[config.mk]
export PLATFORM = sky130hd
export DESIGN_NAME = universal_register
export DESIGN_NICKNAME = d
export VERILOG_FILES = /design/src/rtl/universal_register_pkg.sv /design/src/rtl/ureg_shift_step.sv /design/src/rtl/universal_register.sv
export SDC_FILE = /design/constraint.sdc
export NUM_CORES = 1
export LEC_CHECK = 0
export CORE_MARGIN = 2
export CORE_UTILIZATION = 35
export CTS_CLUSTER_DIAMETER = 80
export CTS_CLUSTER_SIZE = 8
export DETAILED_ROUTE_END_ITERATION = 16
export PLACE_DENSITY = 0.56
export REMOVE_ABC_BUFFERS = 1
export SLEW_MARGIN = 20
export SYNTH_ARGS = -nofsm -noshare
export SYNTH_HDL_FRONTEND = slang
export SYNTH_HIERARCHICAL = 1
export SYNTH_SLANG_ARGS = --single-unit
[constraint.sdc]
create_clock -name clk -period 3.09 [get_ports clk]
set_input_delay 0.927 -clock clk [delete_from_list [all_inputs] [get_ports clk]]
set_output_delay 0.927 -clock clk [all_outputs]
set_load 0.03 [all_outputs]
[src/rtl/universal_register_pkg.sv]
// Shared types for the universal register: command op-codes and FSM states.
package universal_register_pkg;

   typedef enum logic [2:0] {
      OpClr = 3'd0,
      OpLd  = 3'd1,
      OpInc = 3'd2,
      OpDec = 3'd3,
      OpShr = 3'd4,
      OpShl = 3'd5,
      OpRor = 3'd6,
      OpAsr = 3'd7
   } op_e;

   typedef enum logic {
      StIdle  = 1'b0,
      StShift = 1'b1
   } state_e;

   // Ops 4..7 are the multi-cycle shift/rotate family.
   function automatic logic is_shift_op(input op_e op);
      return op[2];
   endfunction

endpackage

[src/rtl/ureg_shift_step.sv]
// One-bit shift/rotate step for the universal register (purely combinational).
module ureg_shift_step
   import universal_register_pkg::*;
#(
   parameter int unsigned WIDTH = 16
) (
   input  logic [WIDTH-1:0] value,
   input  op_e              op,
   input  logic             fill,
   output logic [WIDTH-1:0] value_next,
   output logic             carry_out
);

   // Select the one-bit move and the bit that leaves the register.
   always_comb begin
      value_next = value;
      carry_out  = 1'b0;
      case (op)
         OpShr: begin
            value_next = {fill, value[WIDTH-1:1]};
            carry_out  = value[0];
         end
         OpShl: begin
            value_next = {value[WIDTH-2:0], fill};
            carry_out  = value[WIDTH-1];
         end
         OpRor: begin
            value_next = {value[0], value[WIDTH-1:1]};
            carry_out  = value[0];
         end
         OpAsr: begin
            value_next = {value[WIDTH-1], value[WIDTH-1:1]};
            carry_out  = value[0];
         end
         default: begin
            value_next = value;
            carry_out  = 1'b0;
         end
      endcase
   end

endmodule

[src/rtl/universal_register.sv]
// Universal register: clear/load/inc/dec in one cycle, shifts one bit per cycle.
// Optional build macro UNIVERSAL_REGISTER_SATURATE_EN makes INC/DEC saturate.
module universal_register
   import universal_register_pkg::*;
#(
   parameter int unsigned DATA_WIDTH  = 16,
   parameter int unsigned SHAMT_WIDTH = $clog2(DATA_WIDTH)
) (
   input  logic                   clk,
   input  logic                   rst_n,
   input  logic                   start,
   input  logic [2:0]             op,
   input  logic [DATA_WIDTH-1:0]  in,
   input  logic [SHAMT_WIDTH-1:0] shamt,
   input  logic                   fill,
   output logic [DATA_WIDTH-1:0]  out,
   output logic                   busy,
   output logic                   done,
   output logic                   zero,
   output logic                   carry
);

   state_e                 state_q, state_d;
   logic [DATA_WIDTH-1:0]  out_q, out_d;
   logic                   carry_q, carry_d;
   logic                   done_q, done_d;
   logic [SHAMT_WIDTH-1:0] cnt_q, cnt_d;
   op_e                    op_q, op_d;
   logic                   fill_q, fill_d;

   op_e                    op_in;
   logic [DATA_WIDTH:0]    inc_sum, dec_diff;
   logic [DATA_WIDTH-1:0]  step_val;
   logic                   step_carry;

   assign op_in    = op_e'(op);
   // The extra top bit is the carry (INC) or borrow (DEC).
   assign inc_sum  = {1'b0, out_q} + {{DATA_WIDTH{1'b0}}, 1'b1};
   assign dec_diff = {1'b0, out_q} - {{DATA_WIDTH{1'b0}}, 1'b1};

   ureg_shift_step #(
      .WIDTH (DATA_WIDTH)
   ) u_step (
      .value      (out_q),
      .op         (op_q),
      .fill       (fill_q),
      .value_next (step_val),
      .carry_out  (step_carry)
   );

   // Next-state: accept commands only in idle, step the shifter while busy.
   always_comb begin
      state_d = state_q;
      out_d   = out_q;
      carry_d = carry_q;
      done_d  = 1'b0;
      cnt_d   = cnt_q;
      op_d    = op_q;
      fill_d  = fill_q;
      unique case (state_q)
         StIdle: begin
            if (start) begin
               if (is_shift_op(op_in)) begin
                  if (shamt == '0) begin
                     done_d = 1'b1;
                  end else begin
                     op_d    = op_in;
                     fill_d  = fill;
                     cnt_d   = shamt;
                     state_d = StShift;
                  end
               end else begin
                  done_d = 1'b1;
                  unique case (op_in)
                     OpClr: begin
                        out_d   = '0;
                        carry_d = 1'b0;
                     end
                     OpLd: out_d = in;
`ifdef UNIVERSAL_REGISTER_SATURATE_EN
                     OpInc: begin
                        out_d   = inc_sum[DATA_WIDTH] ? out_q : inc_sum[DATA_WIDTH-1:0];
                        carry_d = inc_sum[DATA_WIDTH];
                     end
                     OpDec: begin
                        out_d   = dec_diff[DATA_WIDTH] ? out_q : dec_diff[DATA_WIDTH-1:0];
                        carry_d = dec_diff[DATA_WIDTH];
                     end
`else
                     OpInc: begin
                        out_d   = inc_sum[DATA_WIDTH-1:0];
                        carry_d = inc_sum[DATA_WIDTH];
                     end
                     OpDec: begin
                        out_d   = dec_diff[DATA_WIDTH-1:0];
                        carry_d = dec_diff[DATA_WIDTH];
                     end
`endif
                     default: out_d = out_q;
                  endcase
               end
            end
         end
         StShift: begin
            out_d   = step_val;
            carry_d = step_carry;
            cnt_d   = cnt_q - SHAMT_WIDTH'(1);
            if (cnt_q == SHAMT_WIDTH'(1)) begin
               state_d = StIdle;
               done_d  = 1'b1;
            end
         end
         default: state_d = StIdle;
      endcase
   end

   // State register with synchronous active-low reset; reset also kills any pending done.
   always_ff @(posedge clk) begin
      if (!rst_n) begin
         state_q <= StIdle;
         out_q   <= '0;
         carry_q <= 1'b0;
         done_q  <= 1'b0;
         cnt_q   <= '0;
         op_q    <= OpClr;
         fill_q  <= 1'b0;
      end else begin
         state_q <= state_d;
         out_q   <= out_d;
         carry_q <= carry_d;
         done_q  <= done_d;
         cnt_q   <= cnt_d;
         op_q    <= op_d;
         fill_q  <= fill_d;
      end
   end

   assign out   = out_q;
   assign busy  = (state_q == StShift);
   assign done  = done_q;
   assign carry = carry_q;
   assign zero  = (out_q == '0);

endmodule

==> impl_metrics.json <==
{
  "status": "finished clean",
  "synth_warnings": 6,
  "initial_core_util": 0.362,
  "routed_wl_um": 7940,
  "synthTopCellsByArea": "dfxtp_1 (21%), mux2i_1 (8.0%), a21oi_1 (5.9%)",
  "async_flop_share": 0,
  "syn_area_um2": 2630,
  "clock_latency_ns": 0.29,
  "drc": 0,
  "clk_pin_slew_ns": 0.12,
  "grt.total_usage": 0.189,
  "cts-buffers-inserted": 3,
  "io_pins": 47,
  "power.total_w": 0.00103,
  "ctsResizeCount": 0,
  "antenna_found_initial": 0,
  "finalHoldViolations": 0,
  "required_ns": 2.16,
  "cap_violations": 0,
  "crit_path_max_fanout": 3,
  "synth_seq_cells": 27,
  "grt_overflow": 0,
  "slew_violations": 0,
  "dp.cells": 480,
  "postRouteAntennaNets": 0,
  "cts_buffer_depth": 2,
  "min_period_over_period": 0.873,
  "yosys.area.top_type": "dfxtp_1",
  "synth_top_flop_cell": "dfxtp_1",
  "rows": 31,
  "place_area_um2": 3200,
  "vias": 2654,
  "ys_seq_area_frac": 0.206,
  "hold_buffers": 0,
  "fmax_mhz": 371,
  "filler_cell_count": 776,
  "finalNonFillerCells": 484,
  "fin_area_um2": 3250,
  "holdWs_ns": 0.553,
  "post-cts-setup-buffer-count": 0,
  "root_buffer": "clkbuf_8",
  "via_per_inst": 5.48,
  "synth_cell_types": 65,
  "p_leak_nw": 1.16,
  "dieArea_um2": 8210,
  "layout.cells.most_common_list": "clkdlybuf4s50_1 (45), nor2_1 (33), a21oi_1 (31), nand2_1 (30), dfxtp_1 (27)",
  "die_w_um": 90.6,
  "fin_setup_tns_ns": 0,
  "synth_top_area_frac": 0.206,
  "critPathKind": "register to output port",
  "pwr_density_cell_nw_per_um2": 316,
  "fin_crit_ns": 2.70,
  "crit_arrival_ns": 1.77,
  "ir_drop_mv": 0.157,
  "hold_class": "register to register",
  "drt_first_pass_iters": 6,
  "core_region_area_um2": 7250,
  "maxSlewHeadroom": 0.640,
  "rsz0062_at_grt": "false",
  "grt_max_degree": 31,
  "seqCellArea_um2": 541,
  "syn_avg_cell_area_um2": 7.68,
  "cts_tree": "yes",
  "multi_input_area_um2": 1880,
  "syn2layout_area_growth_pct": 23.8,
  "wire_per_inst_um": 16.4,
  "netlist_instances": 342,
  "grt_pass1_wl_um": 12700,
  "gp_congestion": 0.830,
  "cts_max_level": 1,
  "drtIter0Drc": 197,
  "cp-end-kind": "output port",
  "hpwl_um": 5800,
  "setup_viol": 0,
  "final_common_cell": "clkdlybuf4s50_1",
  "cts.sinks": 27,
  "synth_edf_count": 0,
  "start_kind": "register",
  "final_nets": 417,
  "final.setup_skew_ns": 0.0135,
  "grt_pass1_vias": 2425,
  "diodes": 0,
  "io_buffers": 46,
  "tightestPinTransition_ns": 0.540,
  "drive_gt1_frac": 0.114,
  "die_h_um": 90.6
}
routing by layer:
metal  up-vias  global-route usage  part of all wire
met1      1239               0.274              0.48
li1       1339                   -                 -
met2        70               0.305              0.47
met3         6              0.0125             0.041
met5         -                   0                 0
met4         0              0.0436            0.0087
kinds of logic (layout without fill, tap and decap cells):
logic type,count (synthesis),count (layout),synth area share
AO/OA/AOI/OAI,96,96,0.248
XOR/XNOR,21,21,0.0701
flip-flops,27,27,0.206
AND/OR/NAND/NOR,132,132,0.286
multiplexers,23,23,0.0887
buffers and inverters,39,82,0.0815
adder cells (fa/ha/maj),4,4,0.0191
flip-flops by register name, indices dropped and copies added, names as in the netlist:
signal,cells
out,16
op_q,3
fill_q,1
done,1
busy,1
carry,1
cnt_q,4
Yosys cell counts (6+ instances only):
library cell	n
a21oi_1	31
a221oi_1	8
a22o_1	11
buf_2	8
clkbuf_1	11
dfxtp_1	27
inv_1	10
mux2i_1	21
nand2_1	30
nand2b_1	6
nand4_1	6
nor2_1	33
nor2b_1	10
nor3_1	9
o21ai_0	19
xnor2_1	10
xor2_1	11
path summary, 6_finish.rpt:
| path | cells after the start | end | start | slack [ns] |
|---|---|---|---|---|
| setup / recovery | 6 | zero | out[0] | 0.39 |
| hold / removal | 2 | fill_q | fill_q | 0.55 |
| hold reg to reg | 2 | fill_q | fill_q | 0.55 |
| setup reg to reg | 6 | out[9] | out[2] | 0.97 |
through the flow:
stage,setup slack [ns],utilization
4_1_cts,0.360,0.448
3_3_place_gp,0.326,0.441
6_report,0.394,0.448
3_5_place_dp,0.317,0.441
2_1_floorplan,0.221,-
5_1_grt,0.270,0.448
where the power goes:
group	total [W]	leakage, nW	switching, W	internal (W)
clock	0.000222	0.0217	0.000130	0.0000920
combinational	0.000410	0.919	0.000217	0.000193
sequential	0.000396	0.220	0.0000294	0.000367
final cells by class:
type                       instances  area share
multi-input combinational        276       0.577
timing repair buffer              68       0.192
sequential                        27       0.166
tap                               99      0.0381
clock buffer                       3      0.0127
inverter                          10      0.0116
clock inverter                     1     0.00231
worst max-delay path, stage by stage (launching register included):
cell     delay, ns
dfxtp_1       0.33
inv_1         0.05
ha_1          0.21
nor4b_4       0.24
nand2_1       0.16
nor3_1        0.26
buf_4         0.23
No activity file was read; power rests on OpenSTA's default activity.
